[config.mk]
export PLATFORM = sky130hd
export DESIGN_NAME = hamming_secded_decoder
export DESIGN_NICKNAME = d
export VERILOG_FILES = /design/src/rtl/hamming_secded_decoder.sv
export SDC_FILE = /design/constraint.sdc
export NUM_CORES = 1
export LEC_CHECK = 0
export CORE_MARGIN = 3
export CORE_UTILIZATION = 58
export DETAILED_ROUTE_END_ITERATION = 10
export GPL_TIMING_DRIVEN = 0
export PLACE_DENSITY = 0.84
export SLEW_MARGIN = 20
export SYNTH_ARGS = -nofsm -noshare
export SYNTH_HDL_FRONTEND = slang
export SYNTH_SLANG_ARGS = --single-unit
[constraint.sdc]
create_clock -name clk -period 3.1 [get_ports clk]
set_input_delay 0.62 -clock clk [delete_from_list [all_inputs] [get_ports clk]]
set_output_delay 0.62 -clock clk [all_outputs]
set_load 0.02 [all_outputs]
[src/rtl/hamming_secded_decoder.sv]
// Serial extended-Hamming (16,11) SECDED receiver: deserialises code blocks into a
// hold register, then decodes them one cycle later while the next block streams in.
module hamming_secded_decoder #(
  parameter int CNT_W = 8
) (
  input  logic             clk,
  input  logic             rst_n,
  input  logic             din,
  input  logic             din_valid,
  input  logic             sof,
  output logic [10:0]      dout,
  output logic             dout_valid,
  output logic [3:0]       syndrome,
  output logic             err_corrected,
  output logic             err_double,
  output logic [CNT_W-1:0] cnt_corr,
  output logic [CNT_W-1:0] cnt_dbl
);

  logic [3:0]       bcnt_q, bcnt_d;
  logic [15:0]      shift_q, shift_d;
  logic [15:0]      hold_q, hold_d;
  logic             pend_q, pend_d;
  logic [10:0]      dout_q;
  logic             vld_q;
  logic [3:0]       syn_q;
  logic             corr_q, dbl_q;
  logic [CNT_W-1:0] cnt_corr_q, cnt_dbl_q;

  // Capture: pending is a one-cycle flag unless a new block completes on this edge.
  always_comb begin
    bcnt_d  = bcnt_q;
    shift_d = shift_q;
    hold_d  = hold_q;
    pend_d  = 1'b0;
    if (din_valid) begin
      if (sof) begin
        shift_d[0] = din;
        bcnt_d     = 4'd1;
      end else begin
        shift_d[bcnt_q] = din;
        bcnt_d          = bcnt_q + 4'd1;
        if (bcnt_q == 4'd15) begin
          hold_d = shift_d;
          pend_d = 1'b1;
        end
      end
    end
  end

  logic [3:0]  syn_c;
  logic        par_c;
  logic [15:0] fixed_c;
  logic [10:0] data_c;

  always_comb begin
    syn_c = '0;
    for (int i = 0; i < 16; i++)
      if (hold_q[i]) syn_c = syn_c ^ 4'(i);
    par_c   = ^hold_q;
    fixed_c = hold_q;
    // Odd overall parity means exactly one flip; syndrome 0 points at the parity bit itself.
    if (par_c) fixed_c[syn_c] = ~hold_q[syn_c];
    data_c  = {fixed_c[15:9], fixed_c[7:5], fixed_c[3]};
  end

  always_ff @(posedge clk or negedge rst_n) begin
    if (!rst_n) begin
      bcnt_q     <= '0;
      shift_q    <= '0;
      hold_q     <= '0;
      pend_q     <= 1'b0;
      dout_q     <= '0;
      vld_q      <= 1'b0;
      syn_q      <= '0;
      corr_q     <= 1'b0;
      dbl_q      <= 1'b0;
      cnt_corr_q <= '0;
      cnt_dbl_q  <= '0;
    end else begin
      bcnt_q  <= bcnt_d;
      shift_q <= shift_d;
      hold_q  <= hold_d;
      pend_q  <= pend_d;
      vld_q   <= pend_q;
      if (pend_q) begin
        dout_q <= data_c;
        syn_q  <= syn_c;
        corr_q <= par_c;
        dbl_q  <= !par_c && (syn_c != 4'd0);
        if (par_c && (cnt_corr_q != '1))
          cnt_corr_q <= cnt_corr_q + CNT_W'(1);
        if (!par_c && (syn_c != 4'd0) && (cnt_dbl_q != '1))
          cnt_dbl_q <= cnt_dbl_q + CNT_W'(1);
      end
    end
  end

  assign dout          = dout_q;
  assign dout_valid    = vld_q;
  assign syndrome      = syn_q;
  assign err_corrected = corr_q;
  assign err_double    = dbl_q;
  assign cnt_corr      = cnt_corr_q;
  assign cnt_dbl       = cnt_dbl_q;

endmodule

==> results.cfg <==
[die]
rows = 30
design.die.area_mm2 = 0.00843
core_mm2 = 0.00698
initial_core_util = 0.611
die_w_um = 91.8
fp.dieH_um = 91.8
ioPinCount = 39

[layout]
area_growth_syn_to_layout_pct = 16.1
fill_cells = 519
layout.nets = 499
stdcell_area_mm2 = 0.00496
drive_gt1_frac = 0.110
antennaDiodeCount = 0
fin_cells = 588

[clock_network]
clock_latency_ns = 0.34
cts_tree = built
cts_setup_buffers = 0
root_buffer = clkbuf_8
cts_resized = 0
cts_sinks = 70
clk_pin_slew_ns = 0.08
cts_hold_buf = 0
cts-htree-levels = 3
clock_path_buffers = 2
numCtsBuffers = 9

[yosys]
yosys_register_bits = 70
yosysUniqueCellTypes = 53
async_flop_share = 1.00
synthFlopType = dfrtp_1
synth_fp_nets = 450
synth_area_mm2 = 0.00427
yosysWarningCount = 0
synth-edff-count = 0
synth_area_per_cell_um2 = 9.72
synthCells = 439
synth-seq-area-share = 0.410

[global_routing]
grt_pass1_vias = 3274
grt_pass1_wl_mm = 15.7
grt_remaining_overflow = 0
grtUsageTotal = 0.230
antenna_found_initial = 0
grt_max_degree = 43

[status]
status = finished, final reports clean

[power]
vdd_drop_max_uv = 386
pwr_density_cell_mw_per_mm2 = 742
p_leak_nw = 2.25
power_w = 0.00368

[detailed_routing]
dr.pass1.iters = 5
vias = 3357
post-route-drc-count = 0
post_drt_wl_per_cell_um = 15.2
dr.first_iter.drc_count = 190
routed_via_density = 5.71
wirelength_mm = 8.95
drtAntennaViolNets = 0

[place]
post_dp_cell_area_mm2 = 0.00478
hpwlAfterDp_mm = 6.67
gp_congestion = 0.901
io_buffer_count = 37
placedCellCount = 573
dp_slack_ns = 0.388

[sta]
fin_crit_ns = 2.72
min_period_over_period = 0.876
timing.slew.headroom = 0.454
tns_ns = 0
max_freq_mhz = 368
hold_violations = 0
timing.final.ws_setup_ns = 0.385
skew_ns = 0.0109
setup_viol = 0
slew_violations = 0
rsz0062_at_grt = no
worstMarginPinSlew_ns = 0.814

[worst_setup_path]
required_ns = 3.33
worstPathMaxFanout = 8
start_kind = register
worstSetupPathType = register to register
arrival_ns = 2.95
cp-end-kind = register

[flow_run]
cap_viol_max_count = 0

[hold_path]
min_path_type = input pin to async pin
logic make-up (layout without fill, tap and decap cells):
logic type / Yosys count / after routing / synth area share
flops: 70 / 70 / 0.410
compound gates: 74 / 74 / 0.108
buf+inv: 31 / 84 / 0.0311
mux: 43 / 43 / 0.106
fa+ha+maj: 7 / 7 / 0.0199
xor+xnor: 58 / 58 / 0.157
simple gates: 156 / 156 / 0.168
worst paths after layout:
path / endpoint / start / slack [ns] / cells after the start
min in group clk: dout_valid$_DFF_PN0_ / pend_q$_DFF_PN0_ / 0.40 / 0
hold reg to reg: dout_valid$_DFF_PN0_ / pend_q$_DFF_PN0_ / 0.40 / 0
max in group asynchronous: shift_q[13]$_DFFE_PN0P_ / rst_n / 2.36 / 2
setup reg to reg: cnt_dbl[1]$_DFFE_PN0P_ / hold_q[12]$_DFFE_PN0P_ / 0.38 / 7
hold / removal: dout[2]$_DFFE_PN0P_ / rst_n / 0.19 / 1
setup / recovery: cnt_dbl[1]$_DFFE_PN0P_ / hold_q[12]$_DFFE_PN0P_ / 0.38 / 7
flip-flops by register name, summed over array words and instances, names as in the netlist:
register / cells
bcnt_q: 4
syndrome: 4
cnt_corr: 8
cnt_dbl: 8
pend_q: 1
err_double: 1
dout_valid: 1
dout: 11
shift_q: 15
hold_q: 16
err_corrected: 1
cell usage in the layout, fill, tap and decap left out, drive strengths merged, types with 5 or more instances in the layout:
cell	count
buf	7
nor2	33
o22ai	8
a21oi	17
nor4	5
nand3	16
mux2	19
nor3	8
xnor2	34
clkbuf	28
ha	6
nand2	65
mux2i	24
a31oi	5
dfrtp	70
clkdlybuf4s50	36
o21ai	25
and3	7
inv	9
xor2	19
worst max-delay path: stages, from the launching register on:
cell     delay, ns
dfrtp_1       0.47
xnor2_1       0.41
xor2_2        0.37
nand2_1       0.18
mux2_2        0.31
o31ai_4       0.37
nor2_1        0.15
mux2_1        0.33
per-stage QoR:
step	util	hold WS [ns]
after floorplan	-	0.324
after global placement	0.682	0.390
after detailed placement	0.684	0.396
after CTS	0.710	0.193
after global routing	0.710	0.215
final	0.710	0.189
synth_stat cells (all sizes together), types with 2 or more instances:
cell	n	area share
nor2b	4	0.0059
xnor3	3	0.016
o2bb2ai	2	0.0041
nor4	5	0.0073
buf	5	0.0082
o21ai	25	0.029
or2	4	0.0059
ha	6	0.018
a21oi	17	0.020
mux2i	24	0.056
xor3	2	0.011
nand3	16	0.019
a211oi	2	0.0035
nor3b	2	0.0035
a21boi	2	0.0035
nand4	4	0.0059
nand2	65	0.057
dfrtp	70	0.41
inv	9	0.0079
mux2	19	0.050
a31oi	5	0.0073
o22ai	8	0.012
xor2	19	0.046
nor3	8	0.0094
clkbuf	17	0.015
nor2	33	0.030
nor4b	2	0.0041
nand3b	2	0.0035
xnor2	34	0.084
o31ai	2	0.0067
nand2b	2	0.0029
o211ai	3	0.0053
and3	7	0.010
layer usage:
layer | global-route usage | vias to the layer above | wire (um)
li1 | - | 1619 | -
met5 | 0 | - | 0
met2 | 0.391 | 87 | 4430
met4 | 0.0916 | 0 | 223
met1 | 0.289 | 1631 | 3930
met3 | 0.0451 | 20 | 363
layout make-up:
| type | count | area, um2 | area share |
|---|---|---|---|
| plain buffers | 22 | 98.8 | 0.0199 |
| clock buffers | 11 | 131 | 0.0265 |
| clock inverters | 4 | 48.8 | 0.00984 |
| inverters | 9 | 33.8 | 0.00681 |
| multi-input cells | 338 | 2380 | 0.481 |
| flip-flops and latches | 70 | 1750 | 0.353 |
| well taps | 96 | 120 | 0.0242 |
| repair buffers | 38 | 388 | 0.0782 |
power by group:
group	internal, W	switching (W)	total (W)
Clock	0.000367	0.000336	0.000703
Combinational	0.000749	0.00106	0.00181
Sequential	0.00107	0.0000929	0.00117
Total	0.00219	0.00149	0.00368
Note: power is estimated with default switching activity, not from simulation.
